**src/rtl/uart_bridge_pkg.sv**
```systemverilog
// Shared types and constants for the UART-to-bus bridge:
// FSM state encoding, default opcodes, ACK byte and timeout defaults.
package uart_bridge_pkg;

    typedef enum logic [2:0] {
        IDLE,
        ADDR,
        DATA,
        BUS,
        TX_REQ,
        TX_WAIT
    } state_e;

    localparam logic [7:0] OP_WRITE_DEF = 8'hA5;
    localparam logic [7:0] OP_READ_DEF  = 8'h5A;
    localparam logic [7:0] ACK_BYTE     = 8'h06;

    localparam int unsigned TIMEOUT_DEF = 520700;
    localparam int unsigned TO_W_DEF    = 20;

endpackage

```
**src/rtl/uart_bridge_timeout.sv**
```systemverilog
// Inter-byte timeout counter for the bridge frame parser.
// Ports: clk, rst_n (async low), clr_i (restart count), en_i (count while
// a frame is partially received), expire_o (1-cycle pulse at TIMEOUT idle
// clocks). TIMEOUT=0 disables expiry entirely.
module uart_bridge_timeout
    import uart_bridge_pkg::*;
#(
    parameter int unsigned TIMEOUT = TIMEOUT_DEF,
    parameter int unsigned TO_W    = TO_W_DEF
) (
    input  logic clk,
    input  logic rst_n,
    input  logic clr_i,
    input  logic en_i,
    output logic expire_o
);

    localparam logic [TO_W-1:0] LAST =
        TO_W'((TIMEOUT == 0) ? 0 : TIMEOUT - 1);
    localparam logic ACTIVE = (TIMEOUT != 0);

    logic [TO_W-1:0] cnt_q;
    logic [TO_W-1:0] cnt_d;
    logic            hit;

    assign hit      = ACTIVE && en_i && (cnt_q == LAST);
    // A byte arriving on the expiry cycle wins over the timeout.
    assign expire_o = hit && !clr_i;

    always_comb begin
        cnt_d = cnt_q + 1'b1;
        if (clr_i || !en_i || hit || !ACTIVE) begin
            cnt_d = '0;
        end
    end

    always_ff @(posedge clk or negedge rst_n) begin
        if (!rst_n) begin
            cnt_q <= '0;
        end else begin
            cnt_q <= cnt_d;
        end
    end

endmodule

```
**src/rtl/uart_bus_bridge.sv**
```systemverilog
// UART byte-stream to req/ack bus master bridge.
// Frames: write {OP_WRITE,addr,data}; read {OP_READ,addr} -> reply {rdata}.
// Ports: rx_finish/rx_data from UART receiver, tx_busy/tx_start/tx_data to
// UART sender, bus_req/bus_we/bus_addr/bus_wdata/bus_rdata/bus_ack bus
// master, frame_err pulse on bad opcode or inter-byte timeout.
// Macro UART_BRIDGE_WRITE_ACK_EN: reply one ACK byte after each write.
module uart_bus_bridge
    import uart_bridge_pkg::*;
#(
    parameter logic [7:0]  OP_WRITE = OP_WRITE_DEF,
    parameter logic [7:0]  OP_READ  = OP_READ_DEF,
    parameter int unsigned TIMEOUT  = TIMEOUT_DEF,
    parameter int unsigned TO_W     = TO_W_DEF
) (
    input  logic       clk,
    input  logic       rst_n,
    input  logic       rx_finish,
    input  logic [7:0] rx_data,
    input  logic       tx_busy,
    output logic       tx_start,
    output logic [7:0] tx_data,
    output logic       bus_req,
    output logic       bus_we,
    output logic [7:0] bus_addr,
    output logic [7:0] bus_wdata,
    input  logic [7:0] bus_rdata,
    input  logic       bus_ack,
    output logic       frame_err
);

    state_e     state_q, state_d;
    logic       we_q, we_d;
    logic [7:0] addr_q, addr_d;
    logic [7:0] wdata_q, wdata_d;
    logic [7:0] tx_data_q, tx_data_d;
    logic       bus_req_q, bus_req_d;
    logic       tx_start_q, tx_start_d;
    logic       frame_err_q, frame_err_d;
    logic       busy_seen_q, busy_seen_d;
    logic       to_en;
    logic       to_expire;

    assign to_en = (state_q == ADDR) || (state_q == DATA);

    uart_bridge_timeout #(
        .TIMEOUT (TIMEOUT),
        .TO_W    (TO_W)
    ) u_timeout (
        .clk      (clk),
        .rst_n    (rst_n),
        .clr_i    (rx_finish),
        .en_i     (to_en),
        .expire_o (to_expire)
    );

    always_comb begin
        state_d     = state_q;
        we_d        = we_q;
        addr_d      = addr_q;
        wdata_d     = wdata_q;
        tx_data_d   = tx_data_q;
        bus_req_d   = bus_req_q;
        tx_start_d  = 1'b0;
        frame_err_d = 1'b0;
        busy_seen_d = busy_seen_q;
        unique case (state_q)
            IDLE: begin
                if (rx_finish) begin
                    if (rx_data == OP_WRITE) begin
                        we_d    = 1'b1;
                        state_d = ADDR;
                    end else if (rx_data == OP_READ) begin
                        we_d    = 1'b0;
                        state_d = ADDR;
                    end else begin
                        frame_err_d = 1'b1;
                    end
                end
            end
            ADDR: begin
                if (rx_finish) begin
                    addr_d = rx_data;
                    if (we_q) begin
                        state_d = DATA;
                    end else begin
                        bus_req_d = 1'b1;
                        state_d   = BUS;
                    end
                end else if (to_expire) begin
                    frame_err_d = 1'b1;
                    state_d     = IDLE;
                end
            end
            DATA: begin
                if (rx_finish) begin
                    wdata_d   = rx_data;
                    bus_req_d = 1'b1;
                    state_d   = BUS;
                end else if (to_expire) begin
                    frame_err_d = 1'b1;
                    state_d     = IDLE;
                end
            end
            BUS: begin
                if (bus_ack) begin
                    bus_req_d = 1'b0;
                    if (we_q) begin
`ifdef UART_BRIDGE_WRITE_ACK_EN
                        tx_data_d = ACK_BYTE;
                        state_d   = TX_REQ;
`else
                        state_d   = IDLE;
`endif
                    end else begin
                        tx_data_d = bus_rdata;
                        state_d   = TX_REQ;
                    end
                end
            end
            TX_REQ: begin
                if (!tx_busy) begin
                    tx_start_d  = 1'b1;
                    busy_seen_d = 1'b0;
                    state_d     = TX_WAIT;
                end
            end
            TX_WAIT: begin
                // Done only after the sender has gone busy and dropped again.
                if (tx_busy) begin
                    busy_seen_d = 1'b1;
                end else if (busy_seen_q) begin
                    busy_seen_d = 1'b0;
                    state_d     = IDLE;
                end
            end
            default: begin
                state_d = IDLE;
            end
        endcase
    end

    always_ff @(posedge clk or negedge rst_n) begin
        if (!rst_n) begin
            state_q     <= IDLE;
            we_q        <= 1'b0;
            addr_q      <= '0;
            wdata_q     <= '0;
            tx_data_q   <= '0;
            bus_req_q   <= 1'b0;
            tx_start_q  <= 1'b0;
            frame_err_q <= 1'b0;
            busy_seen_q <= 1'b0;
        end else begin
            state_q     <= state_d;
            we_q        <= we_d;
            addr_q      <= addr_d;
            wdata_q     <= wdata_d;
            tx_data_q   <= tx_data_d;
            bus_req_q   <= bus_req_d;
            tx_start_q  <= tx_start_d;
            frame_err_q <= frame_err_d;
            busy_seen_q <= busy_seen_d;
        end
    end

    assign tx_start  = tx_start_q;
    assign tx_data   = tx_data_q;
    assign bus_req   = bus_req_q;
    assign bus_we    = we_q;
    assign bus_addr  = addr_q;
    assign bus_wdata = wdata_q;
    assign frame_err = frame_err_q;

endmodule

```
**config.mk**
```make
export PLATFORM = sky130hd
export DESIGN_NAME = uart_bus_bridge
export DESIGN_NICKNAME = d
export VERILOG_FILES = /design/src/rtl/uart_bridge_pkg.sv /design/src/rtl/uart_bridge_timeout.sv /design/src/rtl/uart_bus_bridge.sv
export SDC_FILE = /design/constraint.sdc
export NUM_CORES = 1
export LEC_CHECK = 0
export CAP_MARGIN = 20
export CORE_MARGIN = 4
export CORE_UTILIZATION = 40
export DETAILED_ROUTE_END_ITERATION = 16
export REMOVE_ABC_BUFFERS = 1
export SLEW_MARGIN = 20
export SYNTH_ARGS = -nofsm -noshare
export SYNTH_HDL_FRONTEND = slang
export SYNTH_HIERARCHICAL = 1
export SYNTH_SLANG_ARGS = --single-unit
```
**constraint.sdc**
```tcl
create_clock -name clk -period 6.3 [get_ports clk]
set_input_delay 0.945 -clock clk [delete_from_list [all_inputs] [get_ports clk]]
set_output_delay 0.945 -clock clk [all_outputs]
set_load 0.01 [all_outputs]
```
== Word-level counts from Yosys, hierarchy flattened ==
Index checks and enable logic that the tools add are counted.

* Word-level logic and storage cells: 80
* Output and inout bits: 28
* Register bits: 52

* Reductions and logical operators: 19
* Multiplexer cells: 32
* Bitwise gates (word level): 1
* $add $sub $neg: 1
* Eq/ne operators: 17

{| class="wikitable"
|+ Operators with widths
! cell !! count
|-
| 3-bit 2-to-1 mux || 11
|-
| 20-bit by 1-bit adder with 20-bit output, second input constant || 1
|-
| 20-bit by 19-bit equality test with 1-bit output, second input constant || 1
|-
| 20-bit 2-to-1 mux || 1
|-
| 3-bit one-hot mux with 6 select lines || 1
|-
| 1-bit 2-to-1 mux || 16
|-
| 2-bit inequality test, second input constant || 8
|-
| 8-bit by 7-bit equality test with 1-bit output, second input constant || 1
|-
| 8-bit equality test, second input constant || 1
|-
| 3-bit by 2-bit equality test with 1-bit output, second input constant || 2
|-
| 3-bit equality test, second input constant || 2
|-
| 2-bit AND reduction || 3
|-
| 3-bit AND reduction || 2
|-
| 6-bit AND reduction || 1
|-
| 5-bit AND reduction || 1
|-
| 1-bit one-hot mux with 2 select lines || 2
|-
| 2-bit nonzero test || 2
|-
| 3-bit by 1-bit equality test with 1-bit output, second input constant || 1
|-
| 3-bit logical NOT || 1
|-
| 1-bit logical OR || 3
|-
| 3-bit inequality test, second input constant || 1
|-
| 1-bit one-hot mux with 3 select lines || 1
|-
| 3-bit nonzero test || 1
|-
| 1-bit logical AND || 2
|-
| 3 further kinds || 4
|}

== Depth between registers and ports, before layout ==
Gate-level depths: netlist of run 1.

* Depth in word-level cells: 7
* Depth in mapped cells: 11

== Hierarchy ==
The synthesis of run 1 kept the hierarchy.

{| class="wikitable"
|+ Modules (own cells, without submodules)
! module !! area each (sq um) !! sequential area each (sq um) !! cells an instance !! instances
|-
| uart_bus_bridge || 1447.6 || 800.8 || 109 || 1
|-
| uart_bridge_timeout || 1069.8 || 500.5 || 106 || 1
|}

== Least setup slack after synthesis of run 1 ==
OpenSTA, ideal clock, no wires.

* Kind: reg2reg
* From: register state_q[0]
* To: register state_q[0]
* Arrival time: 1.948 ns
* Clock period less this slack: 2.074 ns
* Required time: 6.174 ns
* Slack: 4.226 ns
* Path buffers: 2
* Stages on the path, launching flop included: 12
* Setup time: 0.126 ns
* Path through: dfrtp_1 > buf_4 > clkbuf_1 > xnor2_1 > nor2_1 > nor4b_1 > nand4b_1 > nor3_1 > nor2b_1 > a2111oi_0 > a211oi_1 > nor3_1

* Longest elaborated chain between the ends: 7
* Elaborated cells between the ends (all ways): 20

{| class="wikitable"
|+ Ends and longest elaborated chain
! element !! line !! RTL
|-
| start: declaration || uart_bus_bridge.sv:31 || <nowiki>state_e state_q, state_d;</nowiki>
|-
| start signal: assignment || uart_bus_bridge.sv:154 || <nowiki>state_q <= state_d;</nowiki>
|-
| 3-bit by 1-bit equality test with 1-bit output or 3-bit by 2-bit equality test with 1-bit output (tied branches) || uart_bus_bridge.sv:43 || <nowiki>assign to_en = (state_q == ADDR) || (state_q == DATA);</nowiki>
|-
| 1-bit logical OR (*) || uart_bus_bridge.sv:43 ||
|-
| net to_en || uart_bus_bridge.sv:40 || <nowiki>logic to_en;</nowiki>
|-
| 1-bit logical AND (*) || uart_bridge_timeout.sv:26 || <nowiki>assign hit = ACTIVE && en_i && (cnt_q == LAST);</nowiki>
|-
| 1-bit logical AND (*) || uart_bridge_timeout.sv:28 || <nowiki>assign expire_o = hit && !clr_i;</nowiki>
|-
| net to_expire || uart_bus_bridge.sv:41 || <nowiki>logic to_expire;</nowiki>
|-
| 3-bit 2-to-1 mux (*) || - ||
|-
| 3-bit 2-to-1 mux (on tied branches) || - ||
|-
| 3-bit one-hot mux with 6 select lines (*) || uart_bus_bridge.sv:66 || <nowiki>unique case (state_q)</nowiki>
|}

Mark *: on every way through the listed nets, which the timed path passes. The rest lies on a longest branch.
A chain may end at the register's enable or synchronous reset.

== Final worst setup path of run 1 ==
* From: input rx_finish
* To: register addr_q[1] (netlist: bus_addr[1])

* Longest elaborated chain between the ends: 1

{| class="wikitable"
|+ Ends and longest elaborated chain
! element !! line !! RTL
|-
| start: declaration || uart_bus_bridge.sv:17 || <nowiki>input logic rx_finish,</nowiki>
|-
| 2-bit AND reduction (no line) || - ||
|-
| end signal: assignment || uart_bus_bridge.sv:156 || <nowiki>addr_q <= addr_d;</nowiki>
|-
| end: declaration || uart_bus_bridge.sv:33 || <nowiki>logic [7:0] addr_q, addr_d;</nowiki>
|}

No other way between the ends.

==> impl_metrics.prom, run 1 <==
# TYPE chip_impl_metric gauge
chip_impl_metric{name="flow.area_growth_from_synthesis",unit="%"} 25.2
chip_impl_info{name="start_kind",value="input port"} 1
chip_impl_metric{name="finalWirelength",unit="um"} 5110
chip_impl_metric{name="buffer_ports.inserted",unit=""} 48
chip_impl_info{name="ctsRootBufferMaster",value="sky130_fd_sc_hd__clkbuf_8"} 1
chip_impl_metric{name="post-route-period-util",unit="%"} 40.1
chip_impl_metric{name="initial_core_util",unit="%"} 41.8
chip_impl_info{name="endpoint_kind",value="register"} 1
chip_impl_metric{name="ys_warn_count",unit=""} 6
chip_impl_metric{name="clock-skew-final",unit="ps"} 5.29
chip_impl_metric{name="synthCells",unit=""} 215
chip_impl_metric{name="finish.net_count",unit=""} 285
chip_impl_metric{name="power_density_relative_to_cell_area",unit="nW/um^2"} 388
chip_impl_metric{name="post_cts_hold_buffer_count",unit=""} 0
chip_impl_metric{name="clock_tree.buffer_depth",unit=""} 2
chip_impl_info{name="critical_path_class",value="in2reg"} 1
chip_impl_metric{name="gp_routability_congestion",unit=""} 0.750
chip_impl_metric{name="netlist-cell-type-count",unit=""} 45
chip_impl_metric{name="avg_synthesized_cell_area",unit="sq um"} 11.7
chip_impl_metric{name="placeableCoreArea",unit="sq um"} 6030
chip_impl_metric{name="wire_length_of_the_first_global_routing_pass",unit="um"} 8670
chip_impl_metric{name="power.leakage",unit="nW"} 1.29
chip_impl_metric{name="fin_crit",unit="ps"} 2530
chip_impl_info{name="outcome",value="completed"} 1
chip_impl_metric{name="worstPathMaxFanout",unit=""} 12
chip_impl_info{name="tritoncts",value="done"} 1
chip_impl_metric{name="clk-insertion-delay-late",unit="ps"} 300
chip_impl_metric{name="timing_worst_slew_pin_value",unit="ps"} 648
chip_impl_metric{name="timing.slew.headroom",unit="%"} 56.6
chip_impl_info{name="most-common-layout-cells",value="52 x sky130_fd_sc_hd__dfrtp_1, 47 x sky130_fd_sc_hd__clkdlybuf4s50_1, 25 x sky130_fd_sc_hd__nor2_1"} 1
chip_impl_metric{name="global_route.usage.total",unit="%"} 14.4
chip_impl_metric{name="yosys_register_bits",unit=""} 52
chip_impl_metric{name="post_route_cells_drive_above_1_share",unit="%"} 17.8
chip_impl_metric{name="vias",unit=""} 1743
chip_impl_metric{name="grt_max_degree",unit=""} 53
chip_impl_metric{name="die_height",unit="um"} 87.3
chip_impl_metric{name="worst-endpoint-arrival",unit="ps"} 2720
chip_impl_metric{name="vdd_ir_drop_max",unit="V"} 0.000222
chip_impl_metric{name="cts_post_setup_buffers_inserted",unit=""} 0
chip_impl_metric{name="final_report_max_slew_violation_count",unit=""} 0
chip_impl_metric{name="clkSlewWorstSetupHoldPaths",unit="ps"} 90
chip_impl_info{name="timing.hold.worst.class",value="reg2reg"} 1
chip_impl_metric{name="vias_per_cell",unit=""} 5.14
chip_impl_metric{name="final_hold_viol_count",unit=""} 0
chip_impl_metric{name="cts-htree-levels",unit=""} 2
chip_impl_metric{name="grt_overflow",unit=""} 0
chip_impl_metric{name="wl_per_instance",unit="um"} 15.1
chip_impl_info{name="crit_chain",value="clkdlybuf4s50_1, nand2_1, nor3_2, mux2_2"} 1
chip_impl_metric{name="seq_area_frac_synth",unit="%"} 51.7
chip_impl_metric{name="drc",unit=""} 0
chip_impl_metric{name="cts.sinks",unit=""} 52
chip_impl_metric{name="drt-pass1-iter-count",unit=""} 4
chip_impl_metric{name="fin_tns_setup",unit="ps"} 0
chip_impl_info{name="rsz0062_at_grt",value="false"} 1
chip_impl_metric{name="post_synth_instance_area",unit="sq um"} 2520
chip_impl_metric{name="critical-path-max-stage-delay",unit="ps"} 710
chip_impl_metric{name="setup-violations-final",unit=""} 0
chip_impl_metric{name="ant_nets",unit=""} 0
chip_impl_metric{name="path_buf_inv",unit=""} 1
chip_impl_metric{name="detail_route.iter0.violations",unit=""} 82
chip_impl_metric{name="dp_hpwl",unit="um"} 3630
chip_impl_metric{name="post_cts_resize_count",unit=""} 0
chip_impl_metric{name="insertedDiodeCount",unit=""} 0
chip_impl_metric{name="worst_ep_required_time",unit="ps"} 6490
chip_impl_metric{name="antenna_found_initial",unit=""} 0
chip_impl_metric{name="std_cell_rows",unit=""} 28
chip_impl_metric{name="top_level_ports",unit=""} 49
chip_impl_info{name="most_frequent_standard_cell_in_the_layout_excluding_fill_and_tap_cells",value="sky130_fd_sc_hd__dfrtp_1"} 1
chip_impl_info{name="crit_slowest_cell",value="sky130_fd_sc_hd__clkdlybuf4s50_1"} 1
chip_impl_metric{name="die-width",unit="um"} 87.3
chip_impl_metric{name="maxClockFrequency",unit="MHz"} 396
chip_impl_info{name="timing.critical_path.max_delay_family",value="buffers and inverters"} 1
chip_impl_metric{name="maxCapViolations",unit=""} 0
chip_impl_metric{name="finalHoldWorstSlack",unit="ps"} 497
chip_impl_metric{name="cts_buffers",unit=""} 5
chip_impl_metric{name="vias_in_the_first_global_route",unit=""} 1751
chip_impl_metric{name="die-area",unit="sq um"} 7630
[flip-flops by register name, indices dropped and copies added, names as in the netlist]
name / cells
u_timeout/cnt_q: 20
bus_addr: 8
bus_wdata: 8
tx_data: 8
state_q: 3
bus_req: 1
bus_we: 1
busy_seen_q: 1
frame_err: 1
tx_start: 1
[cells in the mapped netlist, drive strengths merged]
cell type,number,area share [%]
dfrtp,52,52
nor2,25,3.7
mux2,24,12
xnor2,15,5.2
nand2,10,1.6
nor3,9,2.0
o21ai,8,1.6
buf,7,1.9
inv,6,0.89
nand4,6,3.3
nor4,6,2.1
a21oi,5,0.99
nand3,5,0.99
nor4bb,4,1.6
nand2b,3,0.75
nand3b,3,0.89
nor2b,3,0.75
a211oi,2,0.60
a22o,2,0.70
and3,2,0.50
clkbuf,2,0.30
or4b,2,0.94
a2111oi,1,0.35
a31o,1,0.35
a31oi,1,0.25
a32o,1,0.40
and2,1,0.25
and4bb,1,0.50
ha,1,0.50
nand4b,1,0.35
nor3b,1,0.50
nor4b,1,0.35
o22ai,1,0.25
or2,1,0.25
or4,1,0.45
xor2,1,0.35
[worst register-to-register path: cells and delay by family (launching register included)]
kind	cells	cell delay [ps]
xor+xnor	1	110
compound gates	2	290
flops	1	680
simple gates	6	1120
[power breakdown]
| part | switching (mW) | total, mW | internal, mW |
|---|---|---|---|
| Sequential | 0.0802 | 0.514 | 0.434 |
| Clock | 0.108 | 0.226 | 0.118 |
| Combinational | 0.187 | 0.485 | 0.298 |
[layout make-up]
| type | instances | area, sq um |
|---|---|---|
| fill | 555 | 2870 |
| sequential | 52 | 1300 |
| multi-input combinational | 148 | 1140 |
| timing repair buffer | 50 | 490 |
| tap | 75 | 93.8 |
| clock buffer | 6 | 72.6 |
| clock inverter | 2 | 35.0 |
| inverter | 6 | 22.5 |
[layer usage]
metal  track usage (%)  wire, um
met1              18.7      2300
met3              4.26       230
met4              3.77        46
met5                 0         0
met2              23.5      2530
[cell families after synthesis]
family,after synthesis,share of synthesized area (%)
adder cells (fa/ha/maj),1,0.497
buffers and inverters,15,3.13
AO/OA/AOI/OAI,22,5.47
multiplexers,24,11.9
AND/OR/NAND/NOR,85,21.7
XOR/XNOR,16,5.57
flip-flops,52,51.7
[worst paths after layout]
path | start | endpoint | slack (ps) | cells past startpoint
max in group asynchronous | rst_n | u_timeout/cnt_q[10] | 5130 | 2
worst min register to register | busy_seen_q | busy_seen_q | 500 | 2
worst max register to register | state_q[0] | state_q[0] | 3990 | 9
worst max-delay path | rx_finish | bus_addr[1] | 3770 | 4
min in group asynchronous | rst_n | bus_wdata[7] | 740 | 2
worst min-delay path | busy_seen_q | busy_seen_q | 500 | 2
[per-stage QoR]
step	power, mW	instance area, sq um	std cells	util [%]	setup slack [ps]
global route	1.31	3150	339	52.3	3650
detailed placement	1.02	3050	331	50.5	3460
finish	1.22	3150	339	52.3	3770
CTS	1.25	3150	339	52.3	3780
global placement	1.01	3050	331	50.5	3490
floorplan	0.762	2460	206	-	4160
Power figures use the tool's default switching activity.
==> inputs of run 2 (changes only) <==
- PLACE_DENSITY: default -> 0.67
- clock period: 6.3 -> 2.3 ns (I/O delays scaled with it)
==> impl_metrics.prom, run 2 (same netlist as run 1, synthesis figures left out) <==
# TYPE chip_impl_metric gauge
chip_impl_metric{name="place_worst_setup_slack",unit="ps"} 280
chip_impl_metric{name="buffer_ports.inserted",unit=""} 48
chip_impl_metric{name="setup-violations-final",unit=""} 0
chip_impl_info{name="tritoncts",value="done"} 1
chip_impl_info{name="start_kind",value="register"} 1
chip_impl_metric{name="final_hold_viol_count",unit=""} 0
chip_impl_metric{name="die-area",unit="sq um"} 7630
chip_impl_metric{name="largest_register_ffs",unit=""} 20
chip_impl_info{name="most-common-layout-cells",value="52 x sky130_fd_sc_hd__dfrtp_1, 47 x sky130_fd_sc_hd__clkdlybuf4s50_1, 24 x sky130_fd_sc_hd__nor2_1"} 1
chip_impl_metric{name="clock-skew-final",unit="ps"} 6.14
chip_impl_metric{name="drc",unit=""} 0
chip_impl_info{name="outcome",value="completed"} 1
chip_impl_metric{name="vias",unit=""} 1785
chip_impl_metric{name="power.leakage",unit="nW"} 1.32
chip_impl_info{name="rsz0062_at_grt",value="false"} 1
chip_impl_metric{name="worstPathMaxFanout",unit=""} 4
chip_impl_metric{name="reg2reg_setup_slack",unit="ps"} 330
chip_impl_metric{name="flow.area_growth_from_synthesis",unit="%"} 27.1
chip_impl_metric{name="maxCapViolations",unit=""} 0
chip_impl_metric{name="power_density_relative_to_cell_area",unit="nW/um^2"} 1040
chip_impl_metric{name="top_level_ports",unit=""} 49
chip_impl_metric{name="final_report_max_slew_violation_count",unit=""} 0
chip_impl_metric{name="post_cts_hold_buffer_count",unit=""} 0
chip_impl_metric{name="post_route_cells_drive_above_1_share",unit="%"} 20.7
chip_impl_metric{name="clock_tree.buffer_depth",unit=""} 2
chip_impl_metric{name="worst-endpoint-arrival",unit="ps"} 2190
chip_impl_metric{name="timing.reg2reg.worst_path_depth",unit=""} 8
chip_impl_metric{name="cts_buffers",unit=""} 5
chip_impl_info{name="most_frequent_standard_cell_in_the_layout_excluding_fill_and_tap_cells",value="sky130_fd_sc_hd__dfrtp_1"} 1
chip_impl_metric{name="detail_route.iter0.violations",unit=""} 120
chip_impl_metric{name="nFillCells",unit=""} 522
chip_impl_metric{name="ant_nets",unit=""} 0
chip_impl_metric{name="wire_length_of_the_first_global_routing_pass",unit="um"} 8630
chip_impl_metric{name="global_route.usage.total",unit="%"} 14.0
chip_impl_metric{name="grt_max_degree",unit=""} 28
chip_impl_metric{name="fin_crit",unit="ps"} 1970
chip_impl_info{name="ctsRootBufferMaster",value="sky130_fd_sc_hd__clkbuf_8"} 1
chip_impl_metric{name="post-route-period-util",unit="%"} 85.8
chip_impl_info{name="r2r_start",value="u_timeout/cnt_q[0]"} 1
chip_impl_info{name="critical_path_class",value="reg2reg"} 1
chip_impl_metric{name="dp.cells",unit=""} 338
chip_impl_metric{name="vdd_ir_drop_max",unit="V"} 0.000517
chip_impl_metric{name="finish.net_count",unit=""} 292
chip_impl_metric{name="layout.cells.non_filler",unit=""} 346
chip_impl_metric{name="initial_core_util",unit="%"} 41.8
chip_impl_metric{name="gp_routability_congestion",unit=""} 0.782
chip_impl_metric{name="insertedDiodeCount",unit=""} 0
chip_impl_info{name="crit_slowest_cell",value="sky130_fd_sc_hd__dfrtp_1"} 1
chip_impl_metric{name="timing.slew.headroom",unit="%"} 59.5
chip_impl_metric{name="finalWirelength",unit="um"} 4960
chip_impl_metric{name="die-width",unit="um"} 87.3
chip_impl_metric{name="vias_per_cell",unit=""} 5.16
chip_impl_metric{name="worst_ep_required_time",unit="ps"} 2520
chip_impl_metric{name="fin_ws",unit="ps"} 326
chip_impl_metric{name="antenna_found_initial",unit=""} 0
chip_impl_metric{name="dp_hpwl",unit="um"} 3580
chip_impl_metric{name="drt-pass1-iter-count",unit=""} 4
chip_impl_metric{name="timing_worst_slew_pin_value",unit="ps"} 607
chip_impl_info{name="crit_chain",value="ha_1, and4bb_2, nand4b_1, nor3_2, nor2b_1, a2111oi_0, a211oi_1, nor3_1"} 1
chip_impl_info{name="endpoint_kind",value="register"} 1
chip_impl_metric{name="clk-insertion-delay-late",unit="ps"} 300
chip_impl_metric{name="die_height",unit="um"} 87.3
chip_impl_info{name="timing.hold.worst.class",value="in2async"} 1
chip_impl_metric{name="cts-htree-levels",unit=""} 2
chip_impl_metric{name="regArea",unit="sq um"} 1300
chip_impl_metric{name="totalPowerFinal",unit="mW"} 3.33
chip_impl_metric{name="cts_post_setup_buffers_inserted",unit=""} 0
chip_impl_metric{name="area_taken_by_multi_input_logic_gates",unit="sq um"} 1140
chip_impl_info{name="r2r_end",value="state_q[0]"} 1
chip_impl_metric{name="critical-path-max-stage-delay",unit="ps"} 420
chip_impl_metric{name="std_cell_rows",unit=""} 28
chip_impl_metric{name="maxClockFrequency",unit="MHz"} 506
chip_impl_metric{name="wl_per_instance",unit="um"} 14.3
chip_impl_info{name="regMostFlops",value="u_timeout/cnt_q"} 1
chip_impl_metric{name="cts.sinks",unit=""} 52
chip_impl_metric{name="fin_tns_setup",unit="ps"} 0
chip_impl_metric{name="vias_in_the_first_global_route",unit=""} 1799
chip_impl_metric{name="placeableCoreArea",unit="sq um"} 6030
chip_impl_metric{name="clkSlewWorstSetupHoldPaths",unit="ps"} 90
chip_impl_metric{name="grt_overflow",unit=""} 0
-- run 2: metal layers --
metal  track usage (%)  wire length, um  vias up
li1                  -                -      871
met1              19.1             2330      870
met2              22.7             2300       40
met3              3.12              288        4
met4              2.93               40        0
met5                 0                0        -
-- run 2: cell type report --
type	count	share of cell area, %
repair buffers	57	17.0
multi-input cells	148	35.8
clock inverters	1	0.235
clock buffers	7	2.70
flip-flops and latches	52	40.7
inverters	6	0.704
well taps	75	2.93
-- run 2: power breakdown --
| group | internal [mW] | switching [mW] | total [mW] |
|---|---|---|---|
| sequential | 1.19 | 0.150 | 1.34 |
| combinational | 0.860 | 0.593 | 1.45 |
| clock | 0.245 | 0.287 | 0.532 |
| total | 2.30 | 1.03 | 3.33 |
-- run 2: how the worst max path moves through the flow --
stage / slack, ps / startpoint / end
3_5_place_dp: 280 / state_q[0] / state_q[0]
4_1_cts: 270 / state_q[0] / state_q[0]
5_1_grt: 0.2 / state_q[0] / state_q[0]
3_3_place_gp: 350 / bus_ack / tx_data[7]
6_report: 330 / u_timeout/cnt_q[0] / state_q[0]
2_1_floorplan: 160 / state_q[0] / u_timeout/cnt_q[10]
-- run 2: worst max-delay path, delay by kind of cell (launching register included) --
kind / cells / cell delay (ps)
fa+ha+maj: 1 / 250
compound gates: 2 / 440
flops: 1 / 420
simple gates: 5 / 770
-- run 2: repair_timing --
item	in CTS	in global routing
hold endpoints to repair	0	0
gates resized for setup	0	2
setup endpoints to repair	0	1
-- run 2: through the flow --
| stage | cell area (sq um) | utilization, % | hold WS (ps) |
|---|---|---|---|
| after floorplan | 2460 | - | 49.4 |
| after global placement | 3100 | 51.4 | 378 |
| after detailed placement | 3100 | 51.4 | 394 |
| after CTS | 3190 | 53.0 | 65.6 |
| after global routing | 3200 | 53.1 | 78.3 |
| final | 3200 | 53.1 | 45.8 |
==> inputs of run 3 (changes only) <==
- ABC_CLOCK_PERIOD_IN_PS: default -> 2300
==> results of run 3 <==
The final DEF is identical to that of run 2; final timing and power are the same.
